==> src/rtl/dcache_ctrl.sv <==
// Direct-mapped, write-through, no-write-allocate data cache controller in front of data_memory.
// Optional hit/miss counters (stat_hits, stat_misses) are built when DCACHE_STATS_EN is defined.
module dcache_ctrl #(
  parameter int CACHE_WIDTH = 32,
  parameter int ADDR_WIDTH  = 32,
  parameter int INDEX_BITS  = 6,
  parameter int MEM_LATENCY = 2
) (
  input  logic                   clk,
  input  logic                   rst_n,
  input  logic                   cpu_req,
  input  logic                   cpu_we,
  input  logic [ADDR_WIDTH-1:0]  cpu_addr,
  input  logic [CACHE_WIDTH-1:0] cpu_wdata,
  input  logic                   cpu_flush,
  output logic [CACHE_WIDTH-1:0] cpu_rdata,
  output logic                   cpu_ready,
  output logic                   cpu_busy,
  output logic [ADDR_WIDTH-1:0]  mem_addr,
  output logic [CACHE_WIDTH-1:0] mem_write_data,
  output logic                   mem_memwrite,
`ifdef DCACHE_STATS_EN
  output logic [31:0]            stat_hits,
  output logic [31:0]            stat_misses,
`endif
  input  logic [CACHE_WIDTH-1:0] mem_read_data
);
  localparam int LINES = 1 << INDEX_BITS;
  localparam int TAG_W = ADDR_WIDTH - 2 - INDEX_BITS;
  localparam int CNT_W = $clog2(MEM_LATENCY + 1);

  localparam logic [1:0] IDLE    = 2'd0;
  localparam logic [1:0] COMPARE = 2'd1;
  localparam logic [1:0] MEM_RD  = 2'd2;
  localparam logic [1:0] MEM_WR  = 2'd3;

  logic [1:0]             state_q, state_d;
  logic [ADDR_WIDTH-1:0]  addr_q, addr_d;
  logic                   we_q, we_d;
  logic [CACHE_WIDTH-1:0] wdata_q, wdata_d;
  logic [CNT_W-1:0]       cnt_q, cnt_d;
  logic [LINES-1:0]       valid_q, valid_d;
  logic [CACHE_WIDTH-1:0] rdata_q, rdata_d;
  logic                   ready_q, ready_d;
  logic [ADDR_WIDTH-1:0]  maddr_q, maddr_d;
  logic [CACHE_WIDTH-1:0] mwdata_q, mwdata_d;
  logic                   mwe_q, mwe_d;

  logic [TAG_W-1:0]       tag_mem  [LINES];
  logic [CACHE_WIDTH-1:0] data_mem [LINES];

  logic [INDEX_BITS-1:0]  idx;
  logic [TAG_W-1:0]       tag;
  logic                   hit;
  logic                   line_we, tag_we;
  logic [CACHE_WIDTH-1:0] line_wdata;

  assign idx = addr_q[2+INDEX_BITS-1:2];
  assign tag = addr_q[ADDR_WIDTH-1:2+INDEX_BITS];
  assign hit = valid_q[idx] && (tag_mem[idx] == tag);

  always_comb begin
    state_d    = state_q;
    addr_d     = addr_q;
    we_d       = we_q;
    wdata_d    = wdata_q;
    cnt_d      = cnt_q;
    valid_d    = valid_q;
    rdata_d    = rdata_q;
    ready_d    = 1'b0;
    maddr_d    = maddr_q;
    mwdata_d   = mwdata_q;
    mwe_d      = mwe_q;
    line_we    = 1'b0;
    tag_we     = 1'b0;
    line_wdata = wdata_q;
    case (state_q)
      IDLE: begin
        // flush has priority; a simultaneous request stays pending on the CPU side
        if (cpu_flush) begin
          valid_d = '0;
        end else if (cpu_req) begin
          addr_d  = cpu_addr;
          we_d    = cpu_we;
          wdata_d = cpu_wdata;
          state_d = COMPARE;
        end
      end
      COMPARE: begin
        if (we_q) begin
          maddr_d  = addr_q;
          mwdata_d = wdata_q;
          mwe_d    = 1'b1;
          cnt_d    = CNT_W'(MEM_LATENCY);
          line_we  = hit;
          state_d  = MEM_WR;
        end else if (hit) begin
          rdata_d  = data_mem[idx];
          ready_d  = 1'b1;
          state_d  = IDLE;
        end else begin
          maddr_d  = addr_q;
          mwe_d    = 1'b0;
          cnt_d    = CNT_W'(MEM_LATENCY);
          state_d  = MEM_RD;
        end
      end
      MEM_RD: begin
        cnt_d = cnt_q - CNT_W'(1);
        if (cnt_q == CNT_W'(1)) begin
          line_we      = 1'b1;
          tag_we       = 1'b1;
          line_wdata   = mem_read_data;
          valid_d[idx] = 1'b1;
          rdata_d      = mem_read_data;
          ready_d      = 1'b1;
          state_d      = IDLE;
        end
      end
      MEM_WR: begin
        cnt_d = cnt_q - CNT_W'(1);
        if (cnt_q == CNT_W'(1)) begin
          mwe_d   = 1'b0;
          ready_d = 1'b1;
          state_d = IDLE;
        end
      end
      default: state_d = IDLE;
    endcase
  end

  always_ff @(posedge clk) begin
    if (!rst_n) begin
      state_q  <= IDLE;
      addr_q   <= '0;
      we_q     <= 1'b0;
      wdata_q  <= '0;
      cnt_q    <= '0;
      valid_q  <= '0;
      rdata_q  <= '0;
      ready_q  <= 1'b0;
      maddr_q  <= '0;
      mwdata_q <= '0;
      mwe_q    <= 1'b0;
    end else begin
      state_q  <= state_d;
      addr_q   <= addr_d;
      we_q     <= we_d;
      wdata_q  <= wdata_d;
      cnt_q    <= cnt_d;
      valid_q  <= valid_d;
      rdata_q  <= rdata_d;
      ready_q  <= ready_d;
      maddr_q  <= maddr_d;
      mwdata_q <= mwdata_d;
      mwe_q    <= mwe_d;
    end
  end

  // tag/data arrays carry no reset; the valid bits alone qualify them
  always_ff @(posedge clk) begin
    if (line_we) data_mem[idx] <= line_wdata;
    if (tag_we)  tag_mem[idx]  <= tag;
  end

`ifdef DCACHE_STATS_EN
  logic [31:0] hits_q, misses_q;
  always_ff @(posedge clk) begin
    if (!rst_n) begin
      hits_q   <= '0;
      misses_q <= '0;
    end else if (state_q == COMPARE && !we_q) begin
      if (hit) hits_q   <= hits_q + 32'd1;
      else     misses_q <= misses_q + 32'd1;
    end
  end
  assign stat_hits   = hits_q;
  assign stat_misses = misses_q;
`endif

  assign cpu_rdata      = rdata_q;
  assign cpu_ready      = ready_q;
  assign cpu_busy       = (state_q != IDLE);
  assign mem_addr       = maddr_q;
  assign mem_write_data = mwdata_q;
  assign mem_memwrite   = mwe_q;
endmodule

==> config.mk <==
export PLATFORM = sky130hd
export DESIGN_NAME = dcache_ctrl
export DESIGN_NICKNAME = d
export VERILOG_FILES = /design/src/rtl/dcache_ctrl.sv
export SDC_FILE = /design/constraint.sdc
export NUM_CORES = 2
export LEC_CHECK = 0
export CAP_MARGIN = 20
export CORE_ASPECT_RATIO = 0.6
export CORE_UTILIZATION = 25
export CTS_BUF_LIST = sky130_fd_sc_hd__clkbuf_4 sky130_fd_sc_hd__clkbuf_8
export CTS_CLUSTER_DIAMETER = 200
export DETAILED_ROUTE_END_ITERATION = 10
export PLACE_DENSITY = 0.44
export SETUP_SLACK_MARGIN = 0.15
export SLEW_MARGIN = 10
export SYNTH_ARGS = -nofsm -noshare
export SYNTH_HDL_FRONTEND = slang
export SYNTH_SLANG_ARGS = --single-unit
==> constraint.sdc <==
create_clock -name clk -period 6.2 [get_ports clk]
set_input_delay 1.24 -clock clk [delete_from_list [all_inputs] [get_ports clk]]
set_output_delay 1.24 -clock clk [all_outputs]
set_load 0.01 [all_outputs]
==> results.cfg <==
[outcome]
outcome = complete, no violations

[synthesis]
synthMostInstantiatedCell = edfxtp_1
synth.top_cells.by_area = edfxtp_1 (72%), mux4_2 (14%), dfxtp_1 (3.2%)
synth_area_mm2 = 0.148
syn_area_per_cell_um2 = 20.7
synth_edf_count = 3584
ys_ff_latch = 3821
yosysTopAreaCell = edfxtp_1
synth.top_cell.area_share = 0.725
synthCells = 7161
synth-seq-area-share = 0.757
yosysWarningCount = 0
async_reset_ff_frac = 0
ys_types = 81
synth_fp_nets = 7267
synth_ff_type = edfxtp_1
synthTopCellsByCount = edfxtp_1 (3584), mux4_2 (942), nand2_1 (488)

[clocking]
cts.repair.resized = 0
clock_path_buffers = 4
numClockSinks = 3821
cts_tree = done
h-tree-depth = 6
clkLatencyLatePin_ns = 1.26
path_clk_slew_ns = 0.07
root_buffer = clkbuf_8
cts_buffers = 610

[detailed_routing]
drc_errors = 0
wl_um = 530000
vias = 80832
antenna_left = 0
drtIter0Drc = 11575
first_pass_iters = 5
routed_wire_length_per_instance_um = 32.2
viasPerCell = 4.92

[pwr]
power_mw = 56.8
p_int_mw = 41.8
p_seq_frac = 0.506
peakVddDrop_mv = 0.220
clockPowerShare = 0.387
total_leakage_power_nw = 53.8
netSwitchingFraction = 0.265
p_per_area_mw_per_mm2 = 321
p_comb_frac = 0.107
p_sw_mw = 15.0

[timing]
final_max_slew_viol_count = 0
rsz0062_at_grt = false
worst_slew_pin_slew_ns = 1.19
fin_setup_tns_ns = 0
finalHoldViolCount = 0
slew_headroom = 0.206
setup_ws_ns = 0.139
finalSetupViolations = 0
period_needed_ns = 6.06
fmax_mhz = 165
finalCritPeriodShare = 0.978
clock_skew_ns = 0.134

[run]
maxCapViolations = 0

[floorplan]
row_count = 218
start_util = 0.252
coreArea_mm2 = 0.589
die_w_um = 997
dieHeight_um = 599
fp.dieArea_mm2 = 0.597
io_pins = 200

[setup_path]
worst-endpoint-required_ns = 7.04
crit_arrival_ns = 6.90
setup.worst_path.class = reg -> reg
path_max_fanout = 35
crit_path_start_kind = flop
crit_path_end_kind = flop

[finish]
nNetsFinal = 8100
final_core_util = 0.300
syn2layout_area_growth_pct = 19.1
final_cells = 16444
fillCellCount = 57071
drive_gt1_frac = 0.311

[global_route]
grt_pass1_wl_um = 706000
antenna_found_initial = 98
grt-ovfl-total = 0
grtUsageMet1 = 0.270
use_met3 = 0.0391
grt_pass1_vias = 78716
busiest_layer = met1
grt_usage = 0.172
grt_max_degree = 111
grt_use_met2 = 0.236

[placement]
place.port_buffers = 199
dp_hpwl_um = 352000
dpl.cell_count = 15295
dp_worst_setup_slack_ns = 0.310
gp_congestion = 0.844

[worst_hold_path]
hold_class = reg -> reg
worstHoldStart = mem_addr[15]
## state kept, by name, summed over array words and instances (netlist names), named ones only
signal,flops
we_q,1
mem_addr,32
valid_q,64
data_mem,2048
tag_mem,1536
wdata_q,32
mem_write_data,32
cnt_q,2
mem_memwrite,1
cpu_ready,1
cpu_rdata,32
addr_q,32
state_q,2
## power groups by stage
| stage | clock [mW] | sequential [mW] | combinational [mW] |
|---|---|---|---|
| finish | 22.0 | 28.8 | 6.08 |
| global route | 23.5 | 28.8 | 6.28 |
| CTS | 22.5 | 28.8 | 6.03 |
| global placement | 0 | 29.3 | 5.98 |
| floorplan | 0 | 29.3 | 2.91 |
| detailed placement | 0 | 29.3 | 6.01 |
## kinds of logic after synthesis
| kind of cell | after synthesis | share of synthesized area |
|---|---|---|
| AOI/OAI and AO/OA | 603 | 0.0290 |
| buffers and inverters | 459 | 0.0151 |
| adders and majority gates | 5 | 0.000421 |
| xor gates and xnor gates | 11 | 0.000649 |
| muxes | 1307 | 0.168 |
| and+or+nand+nor | 955 | 0.0301 |
| DFF | 3821 | 0.757 |
## metal layers
metal  vias up  part of all wire
met5         -           0.00048
met2      4403              0.41
li1      31605                 -
met4        14             0.024
met1     44168              0.47
met3       642             0.097
## stage by stage
stage	instance area [um2]	hold WS (ns)
after global routing	177000	0.371
final	177000	0.459
after detailed placement	165000	0.452
after CTS	177000	0.284
after global placement	165000	0.442
after floorplan	148000	0.429
## what timing repair did
action                                  in CTS  in global routing
hold buffers                                 0                  0
endpoints found under the setup margin       0                134
buffers inserted                             0                  1
## path summary, 6_finish.rpt
path / endpoint / slack [ns] / depth (start not counted)
max: data_mem[55][11] / 0.14 / 15
min: mem_addr[15] / 0.46 / 2
max reg2reg: data_mem[55][11] / 0.14 / 15
min reg2reg: mem_addr[15] / 0.46 / 2
## layout make-up
cell class                 count  area [um2]  share of cell area
clock inverter               271        1940              0.0110
antenna                       45         113            0.000637
inverter                      19        73.8            0.000417
timing repair buffer         661        7590              0.0429
tap                         7920        9910              0.0560
sequential                  3821      112000               0.636
multi-input combinational   2881       34700               0.196
clock buffer                 826       10100              0.0571
## cell usage in the layout, fill, tap and decap left out, types with 64 or more instances in the layout
cell,n
a21boi_0,97
a21oi_1,103
a22oi_1,91
and4_2,64
buf_12,164
buf_4,293
clkbuf_4,204
clkbuf_8,622
clkdlybuf4s50_1,198
clkinv_1,134
dfxtp_1,206
edfxtp_1,3584
mux2i_1,334
mux4_2,942
nand2_1,454
nor2_1,113
o22ai_1,69
## critical path, cell delays in order, from the launching register on
cell and delay, ns:
dfxtp_4 0.53, buf_4 0.32, buf_4 0.22, nor3b_1 0.61, buf_4 0.30, nand3_1 0.31, a21oi_1 0.69, o31a_1 0.30
o22ai_1 0.10, nor4_1 0.53, nand4b_2 0.30, o21ai_4 0.30, buf_12 0.15, buf_12 0.19, and4_2 0.34, buf_12 0.24
(Power assumes the default switching activity.)
